<file path="config.mk">
export PLATFORM = sky130hd
export DESIGN_NAME = rlc_onchip_mem_arbiter
export DESIGN_NICKNAME = d
export VERILOG_FILES = /design/src/rtl/rlc_onchip_mem_arbiter.sv
export SDC_FILE = /design/constraint.sdc
export NUM_CORES = 1
export LEC_CHECK = 0
export ABC_AREA = 1
export BUFFER_PORTS_ARGS = -buffer_cell sky130_fd_sc_hd__buf_2
export CAP_MARGIN = 20
export CELL_PAD_IN_SITES_DETAIL_PLACEMENT = 1
export CELL_PAD_IN_SITES_GLOBAL_PLACEMENT = 1
export CORE_ASPECT_RATIO = 0.5
export CORE_UTILIZATION = 16
export DETAILED_ROUTE_END_ITERATION = 8
export PLACE_DENSITY_LB_ADDON = 0.05
export SLEW_MARGIN = 20
export SYNTH_ARGS = -nofsm -noshare
export SYNTH_HDL_FRONTEND = slang
export SYNTH_SLANG_ARGS = --single-unit
</file>
<file path="constraint.sdc">
create_clock -name clk -period 6 [get_ports clk]
set_input_delay 1.5 -clock clk [delete_from_list [all_inputs] [get_ports clk]]
set_output_delay 1.5 -clock clk [all_outputs]
set_load 0.1 [all_outputs]
</file>
<file path="src/rtl/rlc_onchip_mem_arbiter.sv">
// Two-master round-robin arbiter for the single-port on-chip RAM.
// One command per cycle, bounded back-to-back hold, tagged 1-cycle read return.
module rlc_onchip_mem_arbiter #(
  parameter int unsigned DEPTH    = 50000,
  parameter int unsigned ADDR_W   = 16,
  parameter int unsigned HOLD_MAX = 4
) (
  input  logic              clk,
  input  logic              reset_n,
  input  logic [ADDR_W-1:0] m0_address,
  input  logic              m0_read,
  input  logic              m0_write,
  input  logic [3:0]        m0_byteenable,
  input  logic [31:0]       m0_writedata,
  output logic              m0_waitrequest,
  output logic [31:0]       m0_readdata,
  output logic              m0_readdatavalid,
  input  logic [ADDR_W-1:0] m1_address,
  input  logic              m1_read,
  input  logic              m1_write,
  input  logic [3:0]        m1_byteenable,
  input  logic [31:0]       m1_writedata,
  output logic              m1_waitrequest,
  output logic [31:0]       m1_readdata,
  output logic              m1_readdatavalid,
  output logic [ADDR_W-1:0] mem_address,
  output logic              mem_chipselect,
  output logic              mem_write,
  output logic [3:0]        mem_byteenable,
  output logic [31:0]       mem_writedata,
  output logic              mem_clken,
  input  logic [31:0]       mem_readdata
);

  localparam int unsigned HC_W = (HOLD_MAX > 1) ? $clog2(HOLD_MAX) : 1;
  localparam logic [HC_W-1:0] HOLD_LIM = HC_W'(HOLD_MAX - 1);

  logic            last_grant;
  logic            granted_q;
  logic [HC_W-1:0] hold_cnt;
  logic            rd_pend;
  logic            rd_tag;
  logic            rd_oob;

  logic            req0, req1;
  logic            grant, win, mux_sel;
  logic            in_range, is_write, is_read;
  logic [ADDR_W-1:0] sel_addr;

  always_comb begin
    req0     = reset_n & (m0_read | m0_write);
    req1     = reset_n & (m1_read | m1_write);
    grant    = req0 | req1;
    win      = 1'b0;
    if (req0 && req1) begin
      // Previous winner keeps the port only while it is mid-burst and under the hold limit.
      if (granted_q && (hold_cnt < HOLD_LIM))
        win = last_grant;
      else
        win = ~last_grant;
    end else begin
      win = req1;
    end

    // With no grant the mux stays on the last winner so mem_address does not toggle.
    mux_sel  = grant ? win : last_grant;
    sel_addr = mux_sel ? m1_address : m0_address;
    is_write = win ? m1_write : m0_write;
    is_read  = (win ? m1_read : m0_read) & ~is_write;
    in_range = 32'(sel_addr) < DEPTH;

    mem_address    = sel_addr;
    mem_byteenable = mux_sel ? m1_byteenable : m0_byteenable;
    mem_writedata  = mux_sel ? m1_writedata  : m0_writedata;
    mem_chipselect = grant & in_range;
    mem_write      = grant & in_range & is_write;

    m0_waitrequest = ~(grant & ~win);
    m1_waitrequest = ~(grant & win);
  end

  always_ff @(posedge clk or negedge reset_n) begin
    if (!reset_n) begin
      last_grant <= 1'b1;
      granted_q  <= 1'b0;
      hold_cnt   <= '0;
      rd_pend    <= 1'b0;
      rd_tag     <= 1'b0;
      rd_oob     <= 1'b0;
    end else begin
      granted_q <= grant;
      rd_pend   <= grant & is_read;
      if (grant) begin
        last_grant <= win;
        if ((win == last_grant) && granted_q)
          hold_cnt <= (hold_cnt == HOLD_LIM) ? hold_cnt : hold_cnt + 1'b1;
        else
          hold_cnt <= '0;
        if (is_read) begin
          rd_tag <= win;
          rd_oob <= ~in_range;
        end
      end else begin
        hold_cnt <= '0;
      end
    end
  end

  always_comb begin
    m0_readdatavalid = rd_pend & ~rd_tag;
    m1_readdatavalid = rd_pend & rd_tag;
    m0_readdata      = rd_oob ? '0 : mem_readdata;
    m1_readdata      = rd_oob ? '0 : mem_readdata;
    mem_clken        = reset_n;
  end

endmodule

</file>
[Word level (Yosys, flattened, before mapping)]
Cells that the tools add are included.
Widths: inputs -> output; s select.
Word-level totals
  word-level logic and storage cells: 48
  flip-flop bits (word level): 7
Operators by class
  equal/unequal tests: 3
  muxes and demuxes: 12
  bitwise gates (word level): 20
  reductions and logical operators: 4
  magnitude comparators: 2
  add/sub/neg operators: 1
Operators by type and width (count)
  $mux 32: 2
  $lt 16x16->1 const B: 1
  $mux 16: 1
  $and 1x1->1: 10
  $not 1->1: 7
  $mux 2: 3
  $mux 1: 5
  $mux 4: 1
  $logic_and 1x1->1: 3
  $ne 3x3->1 const B: 1
  $or 1x1->1: 3
  $add 2x1->2 const B: 1
  $eq 2x2->1 const B: 1
  $lt 2x2->1 const B: 1
  $reduce_and 2->1: 1
  $eq 1x1->1: 1

[Depth between registers and ports, before layout]
  depth after elaboration: 9
  gate-level depth with buffers: 16
  gate-level depth less buffers: 16

[Least setup slack after synthesis]
Ideal clock, no wire load.
  path kind: input-to-output
  from: input m0_read
  to: output mem_write
  data required time: 4.500 ns
  path buffers: 1
  path slack: 0.047 ns
  cell stages on the path: 10
  data arrival time: 4.453 ns
  cells stage by stage: o21ai_1 -> o21bai_2 -> buf_4 -> nand3_1 -> nand2_1 -> nand2_1 -> nor2_1 -> nand2_1 -> nand3_1 -> nor2_1
On the way
  longest elaborated chain between the ends: 9
RTL lines
  from (decl): RTL line 11  | input logic m0_read,
  $or 1x1->1 (*): RTL line 51  | req0 = reset_n & (m0_read | m0_write);
  $and 1x1->1 (*): RTL line 51
  $logic_and 1x1->1: RTL line 55  | if (req0 && req1) begin
  $mux 1: RTL line 55
  $mux 1 (*)
  $mux 16 (*): RTL line 67  | sel_addr = mux_sel ? m1_address : m0_address;
  via mem_address[15]: RTL line 26  | output logic [ADDR_W-1:0] mem_address,
  $lt 16x16->1 (*): RTL line 70  | in_range = 32'(sel_addr) < DEPTH;
  $and 1x1->1 (*) (2 in a row): RTL line 76  | mem_write = grant & in_range & is_write;
  to (decl): RTL line 28  | output logic mem_write,
The timed path passes the listed nets; every way through them passes the cells marked *.

[Worst setup path after layout]
  from: input reset_n
  to: output mem_write
On the way
  longest elaborated chain between the ends: 8
RTL lines
  from (decl): RTL line 9  | input logic reset_n,
  $and 1x1->1, on equally long branches: RTL line 51, 52
  $logic_and 1x1->1: RTL line 55
  $mux 1: RTL line 55
  $mux 1
  $mux 16: RTL line 67
  $lt 16x16->1: RTL line 70
  $and 1x1->1: RTL line 76
  $and 1x1->1 (*): RTL line 76
Every way passes the cells marked *; elsewhere a longest branch is shown, timed or not.

==> impl_metrics.json <==
{
  "status": "finished clean",
  "critPathMaxFanout": 39,
  "wl_per_cell_um": 11.5,
  "cts_buffers": 3,
  "synthXorXnorAreaFrac_pct": 1.06,
  "htree_levels": 1,
  "drc": 0,
  "min_from": "rd_tag",
  "overflow": 0,
  "setup_violations": 0,
  "synthAdderAreaFrac_pct": 0.758,
  "die_h_um": 73.8,
  "ir_drop_mv": 0.123,
  "grt_pass1_vias": 2568,
  "cp-start-kind": "input port",
  "cts-root-buf": "clkbuf_16",
  "vias": 2623,
  "hold_depth": 2,
  "clkTransAtPathRegs_ns": 0.03,
  "fin_crit_sh_pct": 88.8,
  "antenna_found_initial": 2,
  "p_total_mw": 1.45,
  "yosysTopAreaCellShare_pct": 38.2,
  "fin_skew_ns": 0.00259,
  "grt_setup_unrepaired": "no",
  "path_class": "input port to output port",
  "rows": 25,
  "ios": 265,
  "initial_core_util_pct": 17.0,
  "r2r-start": "hold_cnt[0]",
  "gp_congestion": 0.722,
  "tightest_slew_ns": 0.993,
  "finalHoldViolations": 0,
  "holdWs_ns": 0.523,
  "vias_per_cell": 3.74,
  "dr.pass1.iters": 4,
  "core_area_sq_um": 9730,
  "drt_wl_total_mm": 8.03,
  "syn_area_sq_um": 1650,
  "grt_max_degree": 40,
  "io_buffers": 264,
  "timing.rr.end": "rd_oob",
  "hold_path_class": "flop to flop",
  "track_usage_pct": 13.8,
  "cap_violations": 0,
  "die_w_um": 146,
  "holdPathEnd": "rd_tag",
  "powerDensity_nw_per_um2": 495,
  "grt_pass1_wl_mm": 12.1,
  "drt_iter0_markers": 32,
  "clockBufferDepth": 2,
  "ys_warn_count": 0,
  "seq_area_frac_synth_pct": 10.7,
  "synth_cells": 340,
  "cts-resized-gates": 0,
  "crit_arrival_ns": 3.83,
  "postCtsHoldBufs": 0,
  "cts_sinks": 7,
  "crit_start": "reset_n",
  "synth_compound_area_share_pct": 3.18,
  "ys_ff_latch": 7,
  "antenna_left": 0,
  "design_area_sq_um": 2930,
  "avgSynthCellArea_sq_um": 4.85,
  "cts_tree": "yes",
  "utilization_pct": 30.2,
  "crit_required_ns": 4.50,
  "nNetsFinal": 708,
  "totalNegativeSetupSlack_ns": 0,
  "end_kind": "output port",
  "die-area_sq_um": 10700,
  "maxSlewHeadroom_pct": 33.8,
  "rr_worst_depth": 16,
  "layout-drive-gt1-share_pct": 49.6,
  "synth-simple-area-share_pct": 53.3,
  "clock_latency_ns": 0.23,
  "r2r_slack_ns": 3.27,
  "fin_crit_ns": 5.33,
  "yosysTopAreaCell": "nand2_1",
  "leakage_nw": 2.13,
  "drv_slew": 0,
  "syn_nets": 483,
  "max_freq_mhz": 188,
  "synth_cell_types": 23,
  "hpwlAfterDp_mm": 7.24,
  "postCtsSetupBuffers": 0,
  "area_delta_synth_final_pct": 77.8,
  "synth_top_family_by_area": "simple AND/OR/NAND/NOR gates",
  "synthMuxAreaShare_pct": 0,
  "place_area_sq_um": 2850,
  "yosys-top-cells-area": "nand2_1 (38%), buf_4 (15%), inv_1 (11%), dfrtp_1 (9.1%), nor2_1 (8.6%)"
}
==> cells in the mapped netlist <==
cell type	n
o21ai_1	2
nand2_1	168
a21oi_1	1
o21ai_0	2
o21bai_2	1
inv_1	50
nor2_1	38
ha_1	1
o21a_1	1
buf_4	34
xor2_1	2
nor2_4	1
buf_6	1
dfrtp_1	6
inv_2	3
dfstp_2	1
nand2_4	2
nand3b_1	1
nor3_2	1
o21ai_2	1
buf_2	1
clkbuf_1	11
nand3_1	11
==> worst max-delay path by stage <==
stage / slack [ns] / cells past startpoint / end
floorplan: 0.05 / 10 / mem_write
global placement: 0.68 / 13 / mem_write
detailed placement: 0.56 / 13 / mem_write
CTS: 0.57 / 13 / mem_write
global route: 0.30 / 13 / mem_write
finish: 0.67 / 13 / mem_write
==> state kept, by name, indices dropped and copies added (netlist names) <==
name        count
rd_oob          1
rd_tag          1
rd_pend         1
hold_cnt        2
granted_q       1
last_grant      1
==> per-layer routing <==
layer	track usage, %	vias to the layer above	wire (um)
li1	-	1401	-
met1	14.1	1112	2870
met2	28.2	108	4330
met3	5.28	2	813
met4	1.05	0	17
met5	0	-	0
==> through the flow <==
stage | cells | worst slack (ns)
2_1_floorplan | 340 | 0.0469
3_3_place_gp | 695 | 0.682
3_5_place_dp | 695 | 0.565
4_1_cts | 699 | 0.569
5_1_grt | 699 | 0.296
6_report | 701 | 0.672
==> area by class of cell <==
class / instances / area (sq um)
antenna: 2 / 5.00
clock buffer: 4 / 78.8
fill: 1378 / 6790
inverter: 53 / 199
multi-input combinational: 233 / 962
sequential: 7 / 176
tap: 135 / 169
timing repair buffer: 267 / 1340
==> worst max-delay path, cell delays in order <==
cell and delay, ns:
buf_2 0.21, o21ai_2 0.11, o21bai_2 0.43, nand2_4 0.37, inv_2 0.33, nand2_1 0.10
nand2_1 0.09, nand2_1 0.05, nor2_1 0.08, nand2_1 0.09, nand3_1 0.11, nor2_1 0.05
buf_2 0.28
==> cells by family (layout without fill, tap and decap cells) <==
logic type,count (synthesis),after routing
compound gates,8,8
xor+xnor,2,2
fa+ha+maj,1,1
buf+inv,100,324
flops,7,7
other cells,0,2
simple gates,222,222
==> where the power goes <==
group / switching [mW] / total [mW] / internal [mW]
clock network: 0.0222 / 0.110 / 0.0881
logic: 1.11 / 1.27 / 0.162
registers: 0.0193 / 0.0738 / 0.0544
total: 1.15 / 1.45 / 0.305
==> layout by cell type (no fill, tap or decap), types with 2 or more instances in the layout <==
cell       count
buf_2        264
nand2_1      168
inv_1         50
nor2_1        38
nand3_1       11
dfrtp_1        6
inv_2          3
clkbuf_16      3
buf_4          3
diode_2        2
o21ai_1        2
nand2_4        2
o21ai_0        2
xor2_1         2
Note: power is estimated with default switching activity, not from simulation.
